$ cat src/rtl/id_pipe_stage.sv
// LEGv8 pipelined decode stage: register file with writeback bypass, immediate
// extraction and a valid/ready ID/EX register. Optional load-use stall: ID_HAZARD_EN.
module id_pipe_stage #(
    parameter int WORD      = 64,
    parameter int INST_SIZE = 32,
    parameter int LINK_REG  = 30
) (
    input  logic                 clk,
    input  logic                 rst,
    input  logic                 in_valid,
    output logic                 in_ready,
    input  logic [INST_SIZE-1:0] inst,
    input  logic                 Reg2Loc,
    input  logic                 WRegLoc,
    input  logic                 flush,
    input  logic                 wb_en,
    input  logic [4:0]           wb_reg,
    input  logic [WORD-1:0]      wb_data,
    input  logic                 ex_mem_read,
    input  logic [4:0]           ex_rd,
    output logic                 out_valid,
    input  logic                 out_ready,
    output logic [WORD-1:0]      out_r_data1,
    output logic [WORD-1:0]      out_r_data2,
    output logic [WORD-1:0]      out_ex_data,
    output logic [4:0]           out_rn,
    output logic [4:0]           out_rm,
    output logic [4:0]           out_rd
);

    localparam logic [4:0] XZR = 5'd31;

    logic [WORD-1:0] regs [32];
    logic [4:0]      rn, rm, rd;
    logic [WORD-1:0] r_data1, r_data2, ex_data;
    logic            hazard;
    logic            xfer;

    assign rn = inst[9:5];
    assign rm = Reg2Loc ? inst[4:0] : inst[20:16];
    assign rd = WRegLoc ? 5'(LINK_REG) : inst[4:0];

    // XZR reads zero; a same-cycle writeback to the read index is forwarded.
    always_comb begin
        r_data1 = regs[rn];
        if (rn == XZR)
            r_data1 = '0;
        else if (wb_en && (wb_reg == rn))
            r_data1 = wb_data;
    end

    always_comb begin
        r_data2 = regs[rm];
        if (rm == XZR)
            r_data2 = '0;
        else if (wb_en && (wb_reg == rm))
            r_data2 = wb_data;
    end

    always_comb begin
        ex_data = '0;
        if ((inst[31:26] == 6'b000101) || (inst[31:26] == 6'b100101))
            ex_data = {{(WORD-26){inst[25]}}, inst[25:0]};
        else if ((inst[31:24] == 8'b10110100) || (inst[31:24] == 8'b10110101))
            ex_data = {{(WORD-19){inst[23]}}, inst[23:5]};
        else if ((inst[31:21] == 11'b11111000010) || (inst[31:21] == 11'b11111000000))
            ex_data = {{(WORD-9){inst[20]}}, inst[20:12]};
        else if ((inst[31:22] == 10'b1001000100) || (inst[31:22] == 10'b1101000100))
            ex_data = {{(WORD-12){1'b0}}, inst[21:10]};
    end

`ifdef ID_HAZARD_EN
    assign hazard = in_valid & ex_mem_read & (ex_rd != XZR) & ((ex_rd == rn) | (ex_rd == rm));
`else
    logic unused_hazard_inputs;
    assign unused_hazard_inputs = ^{ex_mem_read, ex_rd};
    assign hazard = 1'b0;
`endif

    // Handshake: a transfer occurs on a rising edge where in_valid && in_ready;
    // the producer must hold inst stable until then. out_valid qualifies all
    // outputs and stays high until EX samples it with out_ready.
    assign in_ready = (!out_valid | out_ready) & !hazard & !flush;
    assign xfer     = in_valid & in_ready;

    always_ff @(posedge clk) begin
        if (rst) begin
            out_valid   <= 1'b0;
            out_r_data1 <= '0;
            out_r_data2 <= '0;
            out_ex_data <= '0;
            out_rn      <= '0;
            out_rm      <= '0;
            out_rd      <= '0;
            for (int i = 0; i < 32; i++)
                regs[i] <= '0;
        end else begin
            if (wb_en && (wb_reg != XZR))
                regs[wb_reg] <= wb_data;
            if (flush) begin
                out_valid <= 1'b0;
            end else if (xfer) begin
                out_valid   <= 1'b1;
                out_r_data1 <= r_data1;
                out_r_data2 <= r_data2;
                out_ex_data <= ex_data;
                out_rn      <= rn;
                out_rm      <= rm;
                out_rd      <= rd;
            end else if (out_ready) begin
                out_valid <= 1'b0;
            end
        end
    end

endmodule

$ cat config.mk
export PLATFORM = sky130hd
export DESIGN_NAME = id_pipe_stage
export DESIGN_NICKNAME = d
export VERILOG_FILES = /design/src/rtl/id_pipe_stage.sv
export SDC_FILE = /design/constraint.sdc
export NUM_CORES = 2
export LEC_CHECK = 0
export CAP_MARGIN = 25
export CORE_MARGIN = 2
export CORE_UTILIZATION = 35
export CTS_CLUSTER_SIZE = 25
export DETAILED_ROUTE_END_ITERATION = 12
export DONT_BUFFER_PORTS = 1
export PLACE_DENSITY_LB_ADDON = 0.05
export RECOVER_POWER = 25
export REMOVE_ABC_BUFFERS = 1
export SYNTH_ARGS = -nofsm -noshare
export SYNTH_HDL_FRONTEND = slang
export SYNTH_SLANG_ARGS = --single-unit
export TNS_END_PERCENT = 20
$ cat constraint.sdc
create_clock -name clk -period 7.34 [get_ports clk]
set_input_delay 1.468 -clock clk [delete_from_list [all_inputs] [get_ports clk]]
set_output_delay 1.468 -clock clk [all_outputs]
set_load 0.02 [all_outputs]
==> results.toml <==
[outcome]
status = "finished with violations"
violations = "max-capacitance violations, max-slew violations"

[timing]
tightest_slew_ps = 4222
fin_setup_tns_ps = 0
fmax_ghz = 0.1505
finClkSkew_ps = 42.68
hold_viol_final = 0
fin_crit_ps = 6645
slew-limit-headroom_pct = -181.5
fin_crit_sh_pct = 90.53
setup_viol = 0
grt_setup_unrepaired = "no"
slew_violations = 1385

[setup_path]
crit_family = "buffers and inverters"
slowest_delay_ps = 2810
required_ps = 8120
startpoint = "rst"
critPathKind = "in2reg"
path_depth = 7
worstPathCellList = "nor2b_1, nand3b_1, clkbuf_1, nor2_4, clkbuf_1, buf_4, and2_1"
cp_max_fo = 206
reg2reg_from = "out_valid"
start_kind = "input pin"
rrSetupSlack_ps = 2040
reg2reg_depth = 6
endpoint = "regs[14][40]"
end_kind = "flip-flop"
cp_common_cell = "clkbuf_1"
crit_arrival_ps = 7420
slowest_stage = "clkbuf_1"
critPathBufInv = 3
timing.rr.end = "out_r_data1[31]"

[clock_tree]
ctsLongestPathBuffers = 4
clock_latency_ps = 940
cts-buffers-inserted = 280
clk_pin_slew_ps = 60
root_buffer = "clkbuf_16"
cts_resized = 0
htree_levels = 5
postCtsHoldBufs = 0
post-cts-setup-buffers = 0
cts.sinks = 2218
cts_tree = "yes"

[routing]
wire_per_inst_um = 39.69
drt_iter0_drc = 12150
routed_wl_um = 522100
dr.pass1.iters = 7
routed_via_density = 6.142
drtAntennaViolNets = 0
drc = 0
vias = 80790

[final_layout]
stdcell_count = 13150
drive_above_1_share_pct = 16.24
nets = 8646
area_delta_synth_final_pct = 11.19
post-route-util_pct = 39.18

[synthesis]
syn_inst = 8977
yosys-top-cells-area = "edfxtp_1 53%, mux4_2 14%, and2_1 11%, mux2i_1 3.6%, nand2_1 3.0%"
ys_types = 71
synth-main-ff-cell = "edfxtp_1"
synth_edf_count = 2048
synth_top_area_cell = "edfxtp_1"
syn_avg_cell_area_um2 = 12.99
async_flop_share_pct = 0
ys_seq_elements = 2218
yosysTopAreaCellShare_pct = 52.72
synth_area_mm2 = 0.1166
ys.warnings.count = 0
ys_seq_area_share_pct = 55.64

[global_routing]
grt_pass1_vias = 80080
antenna_found_initial = 65
grt_pass1_wl_um = 705200
globalRouteTotalUtil_pct = 30.27
grt_overflow = 0
grt_max_degree = 501

[placement]
placedCellCount = 12610
io_buffer_count = 0
gp_congestion = 0.7995
hpwl_um = 274900

[hold_path]
hp-class = "reg2reg"

[die]
die_w_um = 581.3
rows = 211
core_mm2 = 0.3311
initial_core_util_pct = 35.24
design.die.area_mm2 = 0.3379
fp.dieH_um = 581.3
io_pins = 324

[power]
power.density_mw_per_mm2 = 249.3
ir_drop_uv = 163.0
leakage_nw = 44.44

[job]
cap_violations = 36
## cells in the final DEF, fill, tap and decap left out, types with 49 or more instances in the layout
| cell | synthesis | routed |
|---|---|---|
| a21oi_1 | 168 | 165 |
| a221oi_1 | 126 | 126 |
| a222oi_1 | 74 | 74 |
| a22oi_1 | 68 | 68 |
| and2_0 | 1 | 225 |
| and2_1 | 1989 | 1762 |
| buf_4 | 59 | 137 |
| clkbuf_1 | 725 | 112 |
| clkbuf_16 | 0 | 292 |
| conb_1 | 1 | 64 |
| dfxtp_1 | 170 | 169 |
| edfxtp_1 | 2048 | 2048 |
| mux2i_1 | 417 | 414 |
| mux4_2 | 742 | 742 |
| nand2_1 | 931 | 927 |
| nand3_1 | 327 | 327 |
| nor2_1 | 187 | 157 |
| nor3_1 | 49 | 49 |
| o21ai_0 | 137 | 136 |
## where the power goes
group          total, W  leakage (nW)  switching, W  internal [W]
Clock            0.0136          4.24       0.00572       0.00788
Sequential       0.0150          20.9      0.000516        0.0145
Combinational   0.00370          19.3       0.00225       0.00145
## worst min-delay path, stage by stage (launching register included)
cell	delay [ps]
dfxtp_1	380
nand2_1	90
a21oi_1	60
## worst min path at each step
stage               cells past startpoint               to             from  slack [ps]
finish                                  2        out_rn[3]        out_rn[3]         570
floorplan                               2  out_ex_data[11]  out_ex_data[11]         520
CTS                                     1        out_valid            flush         570
global route                            2   out_ex_data[8]   out_ex_data[8]         590
detailed placement                      2        out_rn[3]        out_rn[3]         560
global placement                        2        out_rn[3]        out_rn[3]         560
## logic make-up (layout without fill, tap and decap cells)
logic type | count (synthesis) | count (layout) | share of synthesized area [%]
other | 1 | 108 | 0.003215
XOR/XNOR | 10 | 10 | 0.07508
flip-flops | 2218 | 2218 | 55.64
AND/OR/NAND/NOR | 3650 | 3650 | 16.87
multiplexers | 1201 | 1201 | 18.31
AO/OA/AOI/OAI | 893 | 893 | 5.514
buffers and inverters | 1004 | 708 | 3.590
## per-layer routing
metal	vias up	global-route usage [%]	wire length, µm
met1	42510	41.51	213700
met5	-	0	7
met4	2	10.52	19310
li1	32600	-	-
met2	4767	48.09	240400
met3	907	5.590	48620
## registers in the layout, summed over array words and instances (netlist names)
register     flops
out_ex_data     26
out_r_data1     64
out_r_data2     64
out_rd           5
out_rm           5
out_rn           5
out_valid        1
regs          2048
## stage by stage
step                cell area [µm²]  setup slack [ps]  total power [W]  hold slack, ps
finish                       129700             695.1          0.03233           568.6
global placement             120900              1104          0.01888           557.6
global route                 129600              1076          0.03316           593.2
detailed placement           121100              1006          0.01892           561.7
CTS                          129800              2103          0.03249           565.3
floorplan                    112700            -11110          0.01758           524.1
## area by class of cell
cell class | count | area (µm²)
clock buffer | 406 | 7945
timing repair buffer | 210 | 2225
antenna | 44 | 110.1
fill | 30900 | 201400
clock inverter | 89 | 752.0
sequential | 2218 | 64910
tap | 4366 | 5463
inverter | 3 | 11.26
multi-input combinational | 5818 | 48290
## synth_stat cells, types with 26 or more instances
library cell  instances
edfxtp_1           2048
a21oi_1             168
a311oi_1             47
nand3_1             327
o22ai_1              40
mux4_2              742
a22oi_1              68
or3_1                26
and2_1             1989
mux2i_1             417
clkbuf_1            725
nand2_1             931
a32oi_1              45
a31oi_1              31
mux2_2               40
o21bai_1             38
a221oi_1            126
buf_4                59
buf_1                64
nor3_1               49
dfxtp_1             170
a222oi_1             74
or2_2                31
nor2_1              187
o21ai_0             137
or4_1                43
buf_2               152
No activity file was read; power rests on OpenSTA's default activity.
